--- src/rtl/credit_to_valrdy_fifo.sv ---
// rtl/credit_to_valrdy_fifo.sv - credit/yummy ingress to valid/ready egress through a circular FIFO
// Credits go back upstream only when a flit leaves downstream, so upstream never overruns DEPTH.
module credit_to_valrdy_fifo #(
  parameter int DATA_WIDTH = 64,
  parameter int DEPTH      = 4,
  parameter int CNT_W      = $clog2(DEPTH) + 1
) (
  input  logic                  clk,
  input  logic                  reset,
  input  logic [DATA_WIDTH-1:0] data_in,
  input  logic                  valid_in,
  output logic                  yummy_out,
  output logic [DATA_WIDTH-1:0] data_out,
  output logic                  valid_out,
  input  logic                  ready_in,
  output logic [CNT_W-1:0]      occupancy,
  output logic                  overflow_err
);

  localparam int PTR_W = (DEPTH > 1) ? $clog2(DEPTH) : 1;

  logic [DATA_WIDTH-1:0] mem_q [DEPTH];
  logic [PTR_W-1:0]      wr_ptr_q, wr_ptr_d;
  logic [PTR_W-1:0]      rd_ptr_q, rd_ptr_d;
  logic [CNT_W-1:0]      count_q, count_d;
  logic                  yummy_q, yummy_d;
  logic                  ovf_q, ovf_d;
  logic                  push, pop;

  assign valid_out    = (count_q != '0);
  assign data_out     = mem_q[rd_ptr_q];
  assign occupancy    = count_q;
  assign yummy_out    = yummy_q;
  assign overflow_err = ovf_q;

  // A full FIFO still accepts a flit when the head leaves in the same cycle.
  assign pop  = valid_out && ready_in;
  assign push = valid_in && ((count_q < CNT_W'(DEPTH)) || pop);

  always_comb begin
    wr_ptr_d = wr_ptr_q;
    rd_ptr_d = rd_ptr_q;
    count_d  = count_q;
    yummy_d  = pop;
    ovf_d    = ovf_q;
    if (push) wr_ptr_d = wr_ptr_q + PTR_W'(1);
    if (pop)  rd_ptr_d = rd_ptr_q + PTR_W'(1);
    if (push && !pop)      count_d = count_q + CNT_W'(1);
    else if (pop && !push) count_d = count_q - CNT_W'(1);
    if (valid_in && !push) ovf_d = 1'b1;
  end

  always_ff @(posedge clk) begin
    if (!reset) begin
      wr_ptr_q <= '0;
      rd_ptr_q <= '0;
      count_q  <= '0;
      yummy_q  <= 1'b0;
      ovf_q    <= 1'b0;
    end else begin
      wr_ptr_q <= wr_ptr_d;
      rd_ptr_q <= rd_ptr_d;
      count_q  <= count_d;
      yummy_q  <= yummy_d;
      ovf_q    <= ovf_d;
    end
  end

  // Storage is intentionally unreset; valid_out gates its meaning.
  always_ff @(posedge clk) begin
    if (push) mem_q[wr_ptr_q] <= data_in;
  end

endmodule

--- config.mk ---
export PLATFORM = sky130hd
export DESIGN_NAME = credit_to_valrdy_fifo
export DESIGN_NICKNAME = d
export VERILOG_FILES = /design/src/rtl/credit_to_valrdy_fifo.sv
export SDC_FILE = /design/constraint.sdc
export NUM_CORES = 1
export LEC_CHECK = 0
export ABC_CLOCK_PERIOD_IN_PS = 7400
export CORE_ASPECT_RATIO = 1.4
export CORE_UTILIZATION = 58
export DETAILED_ROUTE_END_ITERATION = 10
export GPL_TIMING_DRIVEN = 0
export PLACE_DENSITY = 0.84
export REMOVE_ABC_BUFFERS = 1
export SLEW_MARGIN = 20
export SYNTH_ARGS = -nofsm -noshare
export SYNTH_HDL_FRONTEND = slang
export SYNTH_SLANG_ARGS = --single-unit
--- constraint.sdc ---
create_clock -name clk -period 7.4 [get_ports clk]
set_input_delay 1.48 -clock clk [delete_from_list [all_inputs] [get_ports clk]]
set_output_delay 1.48 -clock clk [all_outputs]
set_load 0.01 [all_outputs]
* Word-level counts from Yosys, hierarchy flattened
Memories as Yosys holds them, arrays and structs flattened. A register that Yosys moved wholly into a read port is not among the register bits.
Index checks and enable logic that the tools add are counted.
** Word-level totals
- Bits in registers :: 9
- Memory bits (writable) :: 256
- Bits of input ports :: 68
- Output and inout bits :: 70
- Logic and storage cells :: 27
- Memories kept :: 1
** Memories
- mem_q :: words 4, width 64, read ports 1, clocked after Yosys merged registers in 1, write ports 1, line 22 : logic [DATA_WIDTH-1:0] mem_q [DEPTH];
** Operators by class
- Add/subtract/negate cells :: 4
- Order comparisons :: 1
- Mux-type cells :: 6
- Reduce and logical (&&, ||, !) cells :: 10
** Operators by type and width (number)
- two-way mux 3 bit :: 2
- logical AND 1 bit :: 5
- adder 2 x 1 -> 2 bit (second input constant) :: 2
- two-way mux 2 bit :: 2
- adder 3 x 1 -> 3 bit (second input constant) :: 1
- less-than comparator 3 bit (second input constant) :: 1
- nonzero test 3 bit :: 1
- subtractor 3 x 1 -> 3 bit (second input constant) :: 1
- zero test 1 bit :: 2
- two-way mux 1 bit :: 2
- nonzero test 2 bit :: 1
- logical OR 1 bit :: 1

* Longest topological paths before layout
- Depth in word-level cells :: 8
- Depth in mapped cells :: 8
- Gate-level depth less buffers :: 8

* Worst setup path after synthesis
No wires, ideal clock.
- Path type :: input -> register
- From :: input port ready_in
- To :: memory mem_q[0][0] (enable)
- Setup time :: 429 ps
- Arrival time :: 3213 ps
- Data required time :: 6971 ps
- Slack :: 3757 ps
- Cell stages on the path :: 2
- Path buffers :: 0
- Cells stage by stage :: nand2b_1 > and3_1
** Between the ends
- Longest elaborated chain between the ends :: 5
** RTL lines
- from (decl) :: line 15 : input logic ready_in,
- logical AND 1 bit :: line 37 : assign pop = valid_out && ready_in;
- logical OR 1 bit :: line 38 : assign push = valid_in && ((count_q < CNT_W'(DEPTH)) || pop);
- logical AND 1 bit :: line 38
- two-way mux 1 bit :: line 71 : if (push) mem_q[wr_ptr_q] <= data_in;
- two-way mux 1 bit (not written as such) :: line 71
- to (decl) :: line 22
Every way passes these cells.

==> flow_metrics.py <==
metrics = {
    "status": {
        "outcome": "finished, violations left",
        "violations": "design-rule violations",
    },
    "synth": {
        "synth.area.mux_share": 0.1493,
        "synth.area.top_cells": "edfxtp_1 (78%), mux4_2 (14%), dfxtp_1 (2.2%)",
        "synth_compound_area_frac": 0.005732,
        "async_flop_share": 0,
        "synth_ff_type": "edfxtp_1",
        "synth_adder_area_share": 0.008407,
        "yosysSeqAreaShare": 0.8050,
        "synth_xor_area_frac": 0.003566,
        "ys_warn_count": 0,
        "syn_area_per_cell_sq_um": 25.32,
        "synth_commonest_cells": "edfxtp_1 (256), mux4_2 (60), dfxtp_1 (11)",
        "synth_edf_count": 256,
        "synth_simple_gate_area_frac": 0.009171,
        "synth_top_area_frac": 0.7826,
        "synth-seq-cells": 267,
        "synth_most_common_cell": "edfxtp_1",
        "synth_top_family_by_area": "multiplexers",
        "ys_types": 24,
        "yosys.area.top_type": "edfxtp_1",
        "synthCells": 388,
        "synth_area_sq_um": 9823,
    },
    "clock_network": {
        "post_cts_resized": 0,
        "htree_levels": 1,
        "cts-root-buf": "clkbuf_16",
        "cts_post_setup_buffers_inserted": 0,
        "cts-buffers-inserted": 24,
        "cts_sinks": 267,
        "clk_pin_slew_ps": 60,
        "clkLatencyLatePin_ps": 500,
        "cts_tree": "built",
        "cts_hold_buf": 0,
        "cts_buffer_depth": 3,
    },
    "critical_path": {
        "max_stage_delay_ps": 610,
        "crit_path_start_kind": "register",
        "cp.required_ps": 5920,
        "critPathKind": "register to output pin",
        "cp_num_buf_inv": 3,
        "slowest_stage": "mux4_1",
        "arrival_ps": 2620,
        "crit_family": "buffers and inverters",
        "end_kind": "output pin",
        "crit_path_max_fanout": 30,
        "timing.critical_path.mode_cell": "buf_16",
        "crit_chain": "buf_16, buf_16, mux4_1, clkdlybuf4s50_1",
    },
    "grt": {
        "grt_use_met1": 0.2405,
        "overflow": 0,
        "grt-busiest-layer": "met2",
        "grt_pass1_vias": 4752,
        "grt_use_met2": 0.3543,
        "grt_pass1_wl_mm": 25.87,
        "grt_antenna_before_repair": 0,
        "met3_usage": 0.03652,
        "grt_usage": 0.1983,
        "grt_max_degree": 40,
    },
    "routing": {
        "drtIter0Drc": 253,
        "routedWlPerCell_um": 22.12,
        "num_vias": 4405,
        "routed_wl_mm": 16.81,
        "dr.pass1.iters": 7,
        "drc": 8,
        "vias_per_cell": 5.796,
        "antenna_left": 0,
    },
    "floorplan": {
        "start_util": 0.5998,
        "die_h_um": 156.0,
        "design.core.area_sq_um": 16380,
        "rows": 55,
        "ios": 138,
        "die_x_um": 112.0,
        "dieArea_sq_um": 17470,
    },
    "placed_design": {
        "dpl_cell_area_sq_um": 11470,
        "dp_worst_setup_slack_ps": 3627,
        "place_congestion": 0.6866,
        "place_hpwl_mm": 10.33,
        "io_buffers": 137,
    },
    "cells_and_area": {
        "fin_area_sq_um": 12240,
        "area_growth_pct": 24.56,
        "antenna_cells": 0,
        "final_util": 0.7471,
        "drive_gt1_frac": 0.1889,
        "fin_nets": 618,
    },
    "sta": {
        "fin_crit_ps": 4096,
        "finalHoldViolations": 0,
        "setup_viol": 0,
        "slew_viol_final": 0,
        "fin_tns_setup_ps": 0,
        "rsz0062_at_grt": "no",
        "tightest_slew_ps": 544.1,
        "relSlewSlack": 0.6326,
        "fin_ws_ps": 3304,
        "fmax_ghz": 0.2441,
        "finalCritPeriodShare": 0.5535,
        "skew_ps": 5.309,
    },
    "power": {
        "peakVddDrop_v": 0.0002966,
        "leakage_nw": 3.909,
        "pwr_density_cell_nw_per_um2": 329.9,
        "total_power_w": 0.004037,
    },
    "hold_path": {
        "hold_class": "register to register",
    },
    "job": {
        "cap_violations": 0,
    },
}
## layout by cell type, fill, tap and decap left out, drive strengths merged
cell and instances:
edfxtp 256, buf 7, clkdlybuf4s50 137, o21ai 3, dfxtp 11, xor2 4, fa 1, nor2 8
o311ai 1, bufinv 2, nor2b 1, o31ai 1, mux4 64, clkbuf 32, a21oi 4, nand3 2
mux2i 1, and3 4, or3 2, nand2b 1, ha 5, inv 4, clkinv 10
## worst register-to-register path, delay by kind of cell, from the launching register on
family                     cells  cell delay, ps
AOI/OAI and AO/OA              2             550
xor gates and xnor gates       1             170
adders and majority gates      2             650
buffers and inverters          1              70
DFF                            1             370
and+or+nand+nor                1             320
## metrics by stage
step,std cells,hold WS (ps)
after global routing,760,518.4
final,760,485.3
after CTS,760,483.5
after floorplan,374,483.7
after global placement,710,457.5
after detailed placement,717,463.9
## registers in the layout, indices dropped and copies added (netlist names), named ones only
register / count
mem_q: 256
occupancy: 3
overflow_err: 1
yummy_out: 1
wr_ptr_q: 2
rd_ptr_q: 2
## final cells by class
cell class,count,area [sq um]
Timing Repair Buffer,144,1541
Clock buffer,32,661.9
Sequential cell,267,7915
Fill cell,908,4143
Clock inverter,11,98.84
Multi-Input combinational cell,102,1750
Tap cell,199,249.0
Inverter,5,18.77
## logic make-up (layout without fill, tap and decap cells)
| logic type | count (synthesis) | count (layout) |
|---|---|---|
| flops | 267 | 267 |
| mux | 65 | 65 |
| compound gates | 9 | 9 |
| buf+inv | 19 | 192 |
| xor+xnor | 4 | 4 |
| fa+ha+maj | 6 | 6 |
| simple gates | 18 | 18 |
## worst paths after layout
| kind | from | end | slack, ps | depth (start not counted) |
|---|---|---|---|---|
| worst max-delay path | register | data_out[57] | 3300 | 4 |
| worst min-delay path | overflow_err$_SDFFE_PN0P_ | overflow_err$_SDFFE_PN0P_ | 490 | 2 |
| worst max register to register | occupancy[2]$_SDFFE_PN0P_ | occupancy[2]$_SDFFE_PN0P_ | 5210 | 7 |
| worst min register to register | overflow_err$_SDFFE_PN0P_ | overflow_err$_SDFFE_PN0P_ | 490 | 2 |
## power by group
group | leakage, nW | switching [W] | internal [W] | total (W)
combinational | 1.10 | 0.000410 | 0.000593 | 0.00100
clock | 0.374 | 0.000495 | 0.000695 | 0.00119
sequential | 2.44 | 0.0000615 | 0.00178 | 0.00184
## metal layers
layer,part of all wire,up-vias,wire (um)
met5,0,-,0
met4,0.029,0,483
met3,0.051,31,863
li1,-,1976,-
met1,0.37,2266,6225
met2,0.55,132,9237
Note: power is estimated with default switching activity, not from simulation.
